**config.mk**
```make
export PLATFORM = sky130hd
export DESIGN_NAME = load_store_unit
export DESIGN_NICKNAME = d
export VERILOG_FILES = /design/src/rtl/load_store_unit.sv
export SDC_FILE = /design/constraint.sdc
export NUM_CORES = 1
export LEC_CHECK = 0
export ABC_AREA = 1
export BUFFER_PORTS_ARGS = -buffer_cell sky130_fd_sc_hd__buf_2
export CAP_MARGIN = 10
export CORE_UTILIZATION = 56
export DETAILED_ROUTE_END_ITERATION = 8
export PLACE_DENSITY = 0.95
export REMOVE_ABC_BUFFERS = 1
export SYNTH_ARGS = -nofsm -noshare
export SYNTH_HDL_FRONTEND = slang
export SYNTH_SLANG_ARGS = --single-unit
```
**constraint.sdc**
```tcl
create_clock -name clk -period 2.8 [get_ports clk]
set_input_delay 0.42 -clock clk [delete_from_list [all_inputs] [get_ports clk]]
set_output_delay 0.42 -clock clk [all_outputs]
set_load 0.02 [all_outputs]
```
**src/rtl/load_store_unit.sv**
```systemverilog
`default_nettype none
// ============================================================================
// Module      : load_store_unit
// Description : Multi-cycle load/store unit sitting between the execute stage
//               and a ready/valid data bus. Aligns and lane-replicates store
//               data, builds byte strobes, extracts and sign/zero-extends load
//               data, flags misaligned accesses and aborts hung accesses after
//               TIMEOUT cycles.
// Ports       :
//   clk, reset          clock / synchronous active-high reset
//   mem_read, mem_write access request from execute (write wins)
//   funct3              access size/sign (B, H, W, BU, HU; others = W)
//   addr, write_data    byte address and store data
//   stall               hold the core while the access is in flight
//   done, load_data     completion pulse and extended load result
//   misaligned          misaligned access, rejected without bus traffic
//   bus_err             timeout abort, pulsed together with done
//   bus_req/we/addr/wstrb/wdata, bus_ready   request channel
//   bus_rvalid, bus_rdata                    read response channel
// Revision    : 1.0 - initial release
// ============================================================================
module load_store_unit #(
  parameter int TIMEOUT = 256
) (
  input  logic        clk,
  input  logic        reset,
  input  logic        mem_read,
  input  logic        mem_write,
  input  logic [2:0]  funct3,
  input  logic [31:0] addr,
  input  logic [31:0] write_data,
  output logic        stall,
  output logic        done,
  output logic [31:0] load_data,
  output logic        misaligned,
  output logic        bus_err,
  output logic        bus_req,
  output logic        bus_we,
  output logic [31:0] bus_addr,
  output logic [3:0]  bus_wstrb,
  output logic [31:0] bus_wdata,
  input  logic        bus_ready,
  input  logic        bus_rvalid,
  input  logic [31:0] bus_rdata
);

  typedef enum logic [1:0] {
    IDLE = 2'd0,
    REQ  = 2'd1,
    WAIT = 2'd2,
    DONE = 2'd3
  } state_t;

  // Counter only ever needs to reach TIMEOUT-1.
  localparam int            CNT_W    = (TIMEOUT > 2) ? $clog2(TIMEOUT) : 1;
  localparam logic [CNT_W-1:0] CNT_LAST = CNT_W'(TIMEOUT - 1);

  state_t           state;
  state_t           state_nx;
  logic [CNT_W-1:0] cnt;

  // Latched request
  logic             we_q;
  logic [2:0]       f3_q;
  logic [1:0]       lane_q;
  logic [31:2]      word_addr_q;
  logic [3:0]       wstrb_q;
  logic [31:0]      wdata_q;
  logic [31:0]      ld_q;
  logic             err_q;

  // Request decode
  logic             access;
  logic             is_byte;
  logic             is_half;
  logic             mis;
  logic             timeout;
  logic [3:0]       wstrb_new;
  logic [31:0]      wdata_new;
  logic [31:0]      ld_ext;
  logic [7:0]       rd_byte;
  logic [15:0]      rd_half;

  assign access  = mem_read | mem_write;
  // funct3[1:0] == 00 covers B/BU, 01 covers H/HU; everything else is a word.
  assign is_byte = (funct3[1:0] == 2'b00);
  assign is_half = (funct3[1:0] == 2'b01);
  assign mis     = is_byte ? 1'b0 : (is_half ? addr[0] : (addr[1:0] != 2'b00));
  assign timeout = (cnt == CNT_LAST);

  // Store strobes and lane-replicated data; a load requests no byte enables.
  always_comb begin
    wstrb_new = 4'b0000;
    wdata_new = 32'd0;
    if (mem_write) begin
      if (is_byte) begin
        wstrb_new = 4'b0001 << addr[1:0];
        wdata_new = {4{write_data[7:0]}};
      end else if (is_half) begin
        wstrb_new = addr[1] ? 4'b1100 : 4'b0011;
        wdata_new = {2{write_data[15:0]}};
      end else begin
        wstrb_new = 4'b1111;
        wdata_new = write_data;
      end
    end
  end

  // Load lane extraction from the incoming bus word.
  always_comb begin
    rd_byte = 8'd0;
    case (lane_q)
      2'd0:    rd_byte = bus_rdata[7:0];
      2'd1:    rd_byte = bus_rdata[15:8];
      2'd2:    rd_byte = bus_rdata[23:16];
      default: rd_byte = bus_rdata[31:24];
    endcase
    rd_half = lane_q[1] ? bus_rdata[31:16] : bus_rdata[15:0];
    case (f3_q)
      3'b000:  ld_ext = {{24{rd_byte[7]}}, rd_byte};
      3'b100:  ld_ext = {24'd0, rd_byte};
      3'b001:  ld_ext = {{16{rd_half[15]}}, rd_half};
      3'b101:  ld_ext = {16'd0, rd_half};
      default: ld_ext = bus_rdata;
    endcase
  end

  // Next-state and handshake outputs
  always_comb begin
    state_nx   = state;
    stall      = 1'b0;
    misaligned = 1'b0;
    case (state)
      IDLE: begin
        if (access) begin
          if (mis) begin
            misaligned = 1'b1;
          end else begin
            stall    = 1'b1;
            state_nx = REQ;
          end
        end
      end
      REQ: begin
        stall = 1'b1;
        // The abort takes precedence over a handshake in the final cycle.
        if (timeout) begin
          state_nx = DONE;
        end else if (bus_ready) begin
          state_nx = we_q ? DONE : WAIT;
        end
      end
      WAIT: begin
        stall = 1'b1;
        if (timeout || bus_rvalid) begin
          state_nx = DONE;
        end
      end
      DONE: begin
        state_nx = IDLE;
      end
      default: begin
        state_nx = IDLE;
      end
    endcase
  end

  always_ff @(posedge clk) begin
    if (reset) begin
      state       <= IDLE;
      cnt         <= '0;
      we_q        <= 1'b0;
      f3_q        <= 3'd0;
      lane_q      <= 2'd0;
      word_addr_q <= 30'd0;
      wstrb_q     <= 4'd0;
      wdata_q     <= 32'd0;
      ld_q        <= 32'd0;
      err_q       <= 1'b0;
    end else begin
      state <= state_nx;
      case (state)
        IDLE: begin
          cnt <= '0;
          if (state_nx == REQ) begin
            we_q        <= mem_write;
            f3_q        <= funct3;
            lane_q      <= addr[1:0];
            word_addr_q <= addr[31:2];
            wstrb_q     <= wstrb_new;
            wdata_q     <= wdata_new;
            ld_q        <= 32'd0;
            err_q       <= 1'b0;
          end
        end
        REQ: begin
          cnt   <= cnt + 1'b1;
          err_q <= timeout;
        end
        WAIT: begin
          cnt   <= cnt + 1'b1;
          err_q <= timeout;
          if (!timeout && bus_rvalid) begin
            ld_q <= ld_ext;
          end
        end
        default: begin
          cnt <= '0;
        end
      endcase
    end
  end

  assign done      = (state == DONE);
  assign bus_err   = done & err_q;
  assign load_data = done ? ld_q : 32'd0;
  assign bus_req   = (state == REQ);
  assign bus_we    = bus_req & we_q;
  assign bus_addr  = bus_req ? {word_addr_q, 2'b00} : 32'd0;
  assign bus_wstrb = bus_req ? wstrb_q : 4'd0;
  assign bus_wdata = bus_req ? wdata_q : 32'd0;

endmodule
`default_nettype wire

```
Word-level counts from Yosys, hierarchy flattened --
Index checks and enable logic that the tools add are counted.
Storage, ports and cells: word-level logic and storage cells 78, output and inout bits 106, flip-flop bits (word level) 115, input bits 105
Operators by class: bitwise operators 4, eq/ne operators 13, muxes and demuxes 34, reductions and logical operators 15, add/sub/neg operators 1, shift operators 1
Operator list (count):
- 2-to-1 mux 32 bit | 8
- case mux 32 bit (4 select lines) | 1
- case mux 32 bit (2 select lines) | 1
- case mux 8 bit (3 select lines) | 1
- 2-to-1 mux 4 bit | 5
- 2-to-1 mux 16 bit | 1
- 2-to-1 mux 2 bit | 5
- 2-to-1 mux 1 bit | 9
- adder 8 x 1 -> 8 bit (second input constant) | 1
- == test 2 x 1 -> 1 bit (second input constant) | 4
- == test 8 bit (second input constant) | 1
- case mux 2 bit (4 select lines) | 1
- == test 2 bit (second input constant) | 3
- == test 3 bit (second input constant) | 2
- logical NOT 2 bit | 3
- nonzero test 2 bit | 3
- inequality test 2 bit (second input constant) | 2
- case mux 1 bit (2 select lines) | 2
- AND reduction 2 bit | 2
- OR reduction 2 bit | 2
- << shifter 1 x 2 -> 4 bit (first input constant) | 1
- == test 3 x 1 -> 1 bit (second input constant) | 1
- logical NOT 3 bit | 1
- AND reduction 3 bit | 1
- 6 further kinds | 7

Depth between registers and ports, before layout --
word-level depth 9, depth in mapped cells 13, mapped depth without buffers 12

Worst setup path after synthesis --
OpenSTA, ideal clock, no wires.
path kind register to output, from reg state[1], to out bus_wdata[10], slack 681 ps, arrival time 1699 ps, stages on the path, launching flop included 8, path buffers 3, data required time 2380 ps, path through dfxtp_1 inv_1 ha_1 clkbuf_1 clkbuf_1 clkbuf_1 nand2_1 inv_1
On the way: cells in the longest elaborated chain, start to end 2
Ends and longest elaborated chain:
- from (decl) | RTL line 58 | state_t state;
- from (signal assigned) | RTL line 181 | state <= state_nx;
- == test 2 x 1 -> 1 bit | RTL line 217 | assign bus_req = (state == REQ);
- via bus_req | RTL line 37 | output logic bus_req,
- 2-to-1 mux 32 bit | RTL line 221 | assign bus_wdata = bus_req ? wdata_q : 32'd0;
- to (decl) | RTL line 41 | output logic [31:0] bus_wdata,
The timed path passes the listed nets, and every way through them passes these cells.

Worst setup path after layout --
from reg state[0], to reg ld_q[25]
On the way: cells in the longest elaborated chain, start to end 6, elaborated cells on any way between the ends 16, those cells by class 6 x eq/ne; 7 x mux; 3 x reduce/logical
Ends and longest elaborated chain:
- 2-to-1 mux 2 bit (on tied branches) | RTL line 149, 136
- 2-to-1 mux 2 bit (on tied branches) | RTL line 147, 135
- case mux 2 bit (4 select lines) | RTL line 133 | case (state)
- == test 2 x 1 -> 1 bit | RTL line 185 | if (state_nx == REQ) begin
- inequality test 2 bit (no source line)
- AND reduction 3 bit (no source line)
- to (signal assigned) | RTL line 204 | ld_q <= ld_ext;
- to (decl) | RTL line 69 | logic [31:0] ld_q;
Parallel ways exist; a longest one is shown, timed or not. A chain may end at the register's enable or synchronous reset.

==> out/summary.md <==
The run gives 4.57 nW as the static leakage. After detailed routing, the number of remaining DRC violations is 0. Setup violations remaining at the end of the flow were counted as 0.

The wire length reported by the detailed router came out at 17600 um. In the post-synthesis netlist, the cell with the most instances is sky130_fd_sc_hd__nand2_1. CTS placed an instance of sky130_fd_sc_hd__clkbuf_16 at the clock tree root.

Detailed routing inserted a total of 7074 vias. Clock tree synthesis inserted a total of 17 buffers. The logs give 1021 for the post-synthesis cell count and 0 for the final global-route overflow total. The maximum frequency from static timing analysis is 395 MHz.

After synthesis, the cell types taking the most area are sky130_fd_sc_hd__dfxtp_1, sky130_fd_sc_hd__nand2_1, sky130_fd_sc_hd__nor2_1, sky130_fd_sc_hd__inv_1, sky130_fd_sc_hd__a21oi_1. The distinct cell type count after synthesis was 37; the synthesized area divided by synthesized cell count was 6.38 um^2. Layout filler cell count: 935.

From synthesis to final layout, the design area changed by 23.8%. The final worst-path cycle share was 0.905. Counting both buffers and inverters, the worst setup path holds a total of 3.

The cell with the largest stage delay on the worst path is sky130_fd_sc_hd__inv_2. The initial core utilization was 0.573; the via count of the first global-routing pass was 6077. The post-CTS clock slew at the launch and capture registers of the worst setup and hold paths came out at 0.05 ns. The worst hold path belongs to the class primary input to register.

In the routed layout, each cell is associated on average with a via count of 5.24. The run gives 0.910 as the placer congestion estimate. The initialized floorplan defines 39 standard-cell rows. IR analysis of the VDD net gives a maximum drop of 0.631 mV. The first global-routing pass estimated 27800 um of wire. The sequential share of the synthesized area came out at 0.353. For this run, the number of Yosys warnings is 0. The fraction of post-synthesis cell area in the top cell type by area is 0.353, and the post-route minimum period is 2.53 ns.

The clock latency on the worst-skew pair came out at 0.41 ns. Of all cell types, the one taking the most synthesized area is sky130_fd_sc_hd__dfxtp_1. Leaving out filler cells and counting taps, the final layout contains 1351. The transition time at the pin with the least slew margin was 0.710 ns; the count of max-cap constraint violations was 0. In the synthesized netlist the dominant register cell turns out to be sky130_fd_sc_hd__dfxtp_1. For this design the top-level I/O count stands at 211. In this run the cell area of the synthesized design comes to 0.00651 mm^2.

After detailed placement, the design holds a cell count of 1319. Data arrival time of the critical path: 2.86 ns. TritonCTS built the clock tree.

The run gives 0.27 ns as the worst-case register-to-register setup slack. In the post-route analysis, the smallest setup slack over all paths is 0.267 ns. Type of the worst setup path: register to register.

At the placement stage, the worst setup path has a slack of 0.296 ns. The floorplan step set the die height to 110 um. After layout, the design draws a total of 5.82 mW.

The region available for standard cell placement spans 0.0114 mm^2. Across the routed clock network, the largest skew measured is 0.0103 ns. The logs give 0 for the number of antenna violations at the first check in global routing and 0 for the remaining antenna violation count after routing.

The HPWL after detailed placement is 11600 um. Walking the worst path, the cells encountered are inv_1 > ha_1 > inv_1 > o21ai_1 > nand2_4 > inv_2 > o21ai_0 > nor2_1. The largest stage delay on the critical path was 0.51 ns. The post-synthesis register bit count was 115. Final-report hold violation count: 0.

Entering global routing, the biggest net connects 74 pins. Number of antenna repair diodes: 0. The type of element capturing the critical path is a register.

The flow ran to the end, and the final reports show no timing, DRC or antenna violations. Broken down by cell family, the worst path's largest delay share belongs to buffers and inverters. The CTS sink count is 115, and the maximum buffer depth of the clock tree is 2. Hold is met by 0.249 ns. The run gives 0.295 as the total global-route track usage. The commonest cells after synthesis are sky130_fd_sc_hd__nand2_1, sky130_fd_sc_hd__nor2_1, sky130_fd_sc_hd__inv_1. The data required time of the worst path came out at 3.12 ns. The overall die width was 110 um; the H-tree depth was 4.

Fraction of registers with async set or reset after synthesis: 0. For the die area, the log shows 0.0121 mm^2. The largest fanout on the critical path was 38.

Share of final-layout standard cells stronger than drive strength 1: 0.243. The number of max-slew violations in the final report was 0; the sum of negative setup slack was 0 ns. The launching element type of the critical path was a register. Worst relative slew slack: 0.527. Counting stages on the worst path, the most repeated cell is sky130_fd_sc_hd__inv_1.

The iteration count of the initial detailed-routing pass is 6. The power density relative to cell area was 722 mW/mm^2. Counting flops with a built-in enable in the synthesized netlist gives 0.

The net count of the finished layout is 1305. Setup repair after global routing left no endpoint under its margin. The wire length per cell was 13.0 um; the count of buffers inserted at the top-level ports was 208.

In this run, the number of DRC markers left after iteration 0 of detailed routing was 792.
-- flip-flops by register name, indices dropped and copies added (netlist names) --
signal	count
ld_q	32
wdata_q	32
word_addr_q	30
cnt	8
wstrb_q	4
f3_q	3
lane_q	2
state	2
err_q	1
we_q	1
-- final timing paths --
kind | startpoint | endpoint | cells past startpoint
min | addr[15] | word_addr_q[15] | 3
max reg2reg | state[0] | ld_q[25] | 8
max | state[0] | ld_q[25] | 8
min reg2reg | cnt[0] | cnt[0] | 1
-- per-stage QoR --
step           area (um^2)  utilization
6_report              8070        0.710
5_1_grt               8070        0.710
4_1_cts               8070        0.709
3_5_place_dp          7450        0.655
3_3_place_gp          7450        0.655
2_1_floorplan         6120            -
-- cell families (layout without fill, tap and decap cells) --
logic type,after synthesis,in the layout,share of synthesized area
and+or+nand+nor,487,487,0.318
buffers and inverters,208,394,0.143
AOI/OAI and AO/OA,203,203,0.173
DFF,115,115,0.353
adders and majority gates,5,5,0.00960
xor gates and xnor gates,2,2,0.00269
other,1,2,0.000576
-- worst min-delay path: stages --
cell,delay [ns]
sky130_fd_sc_hd__buf_2,0.07
sky130_fd_sc_hd__o21ai_1,0.06
sky130_fd_sc_hd__nor2_1,0.07
-- power by group --
group          total, mW  leakage [nW]  switching [mW]  internal, mW
clock               2.27         0.300           0.743          1.53
combinational       1.51          3.33            1.03         0.479
sequential          2.04         0.944           0.144          1.89
total               5.82          4.57            1.92          3.90
-- area by class of cell --
type                       instances  area (um^2)  area share
clock buffer                      22          464      0.0575
clock inverter                    10          155      0.0192
inverter                         140          536      0.0664
multi-input combinational        699         3290       0.407
sequential                       115         2300       0.285
tap                              143          179      0.0222
timing repair buffer             222         1150       0.142
-- layer usage --
layer / wire, um / global-route usage / vias up
met5: 0 / 0 / -
met4: 617 / 0.150 / 0
met3: 1430 / 0.0569 / 59
met2: 8420 / 0.485 / 387
met1: 7120 / 0.365 / 3098
li1: - / - / 3530
-- layout by cell type (no fill, tap or decap), drive strengths merged, types with 2 or more instances in the layout --
master,Yosys,routed
or2,2,2
xor2,2,2
clkbuf,33,22
clkinvlp,0,2
clkinv,2,7
conb,1,2
a21oi,88,88
buf,35,222
o22ai,2,2
nand2,262,262
a31oi,12,12
nor2,172,172
o211ai,8,8
o21ai,90,90
inv,138,137
nand3,34,34
o2111ai,2,2
ha,5,5
nand3b,16,16
dfxtp,115,115
bufinv,0,4
-- timing repair --
action / 4_1_cts / 5_1_grt
buffers inserted: 0 / 0
hold buffers: 0 / 0
endpoints found under the setup margin: 0 / 1
gates resized for setup: 0 / 1
endpoints found under the hold margin: 0 / 0
Note: power is estimated with default switching activity, not from simulation.
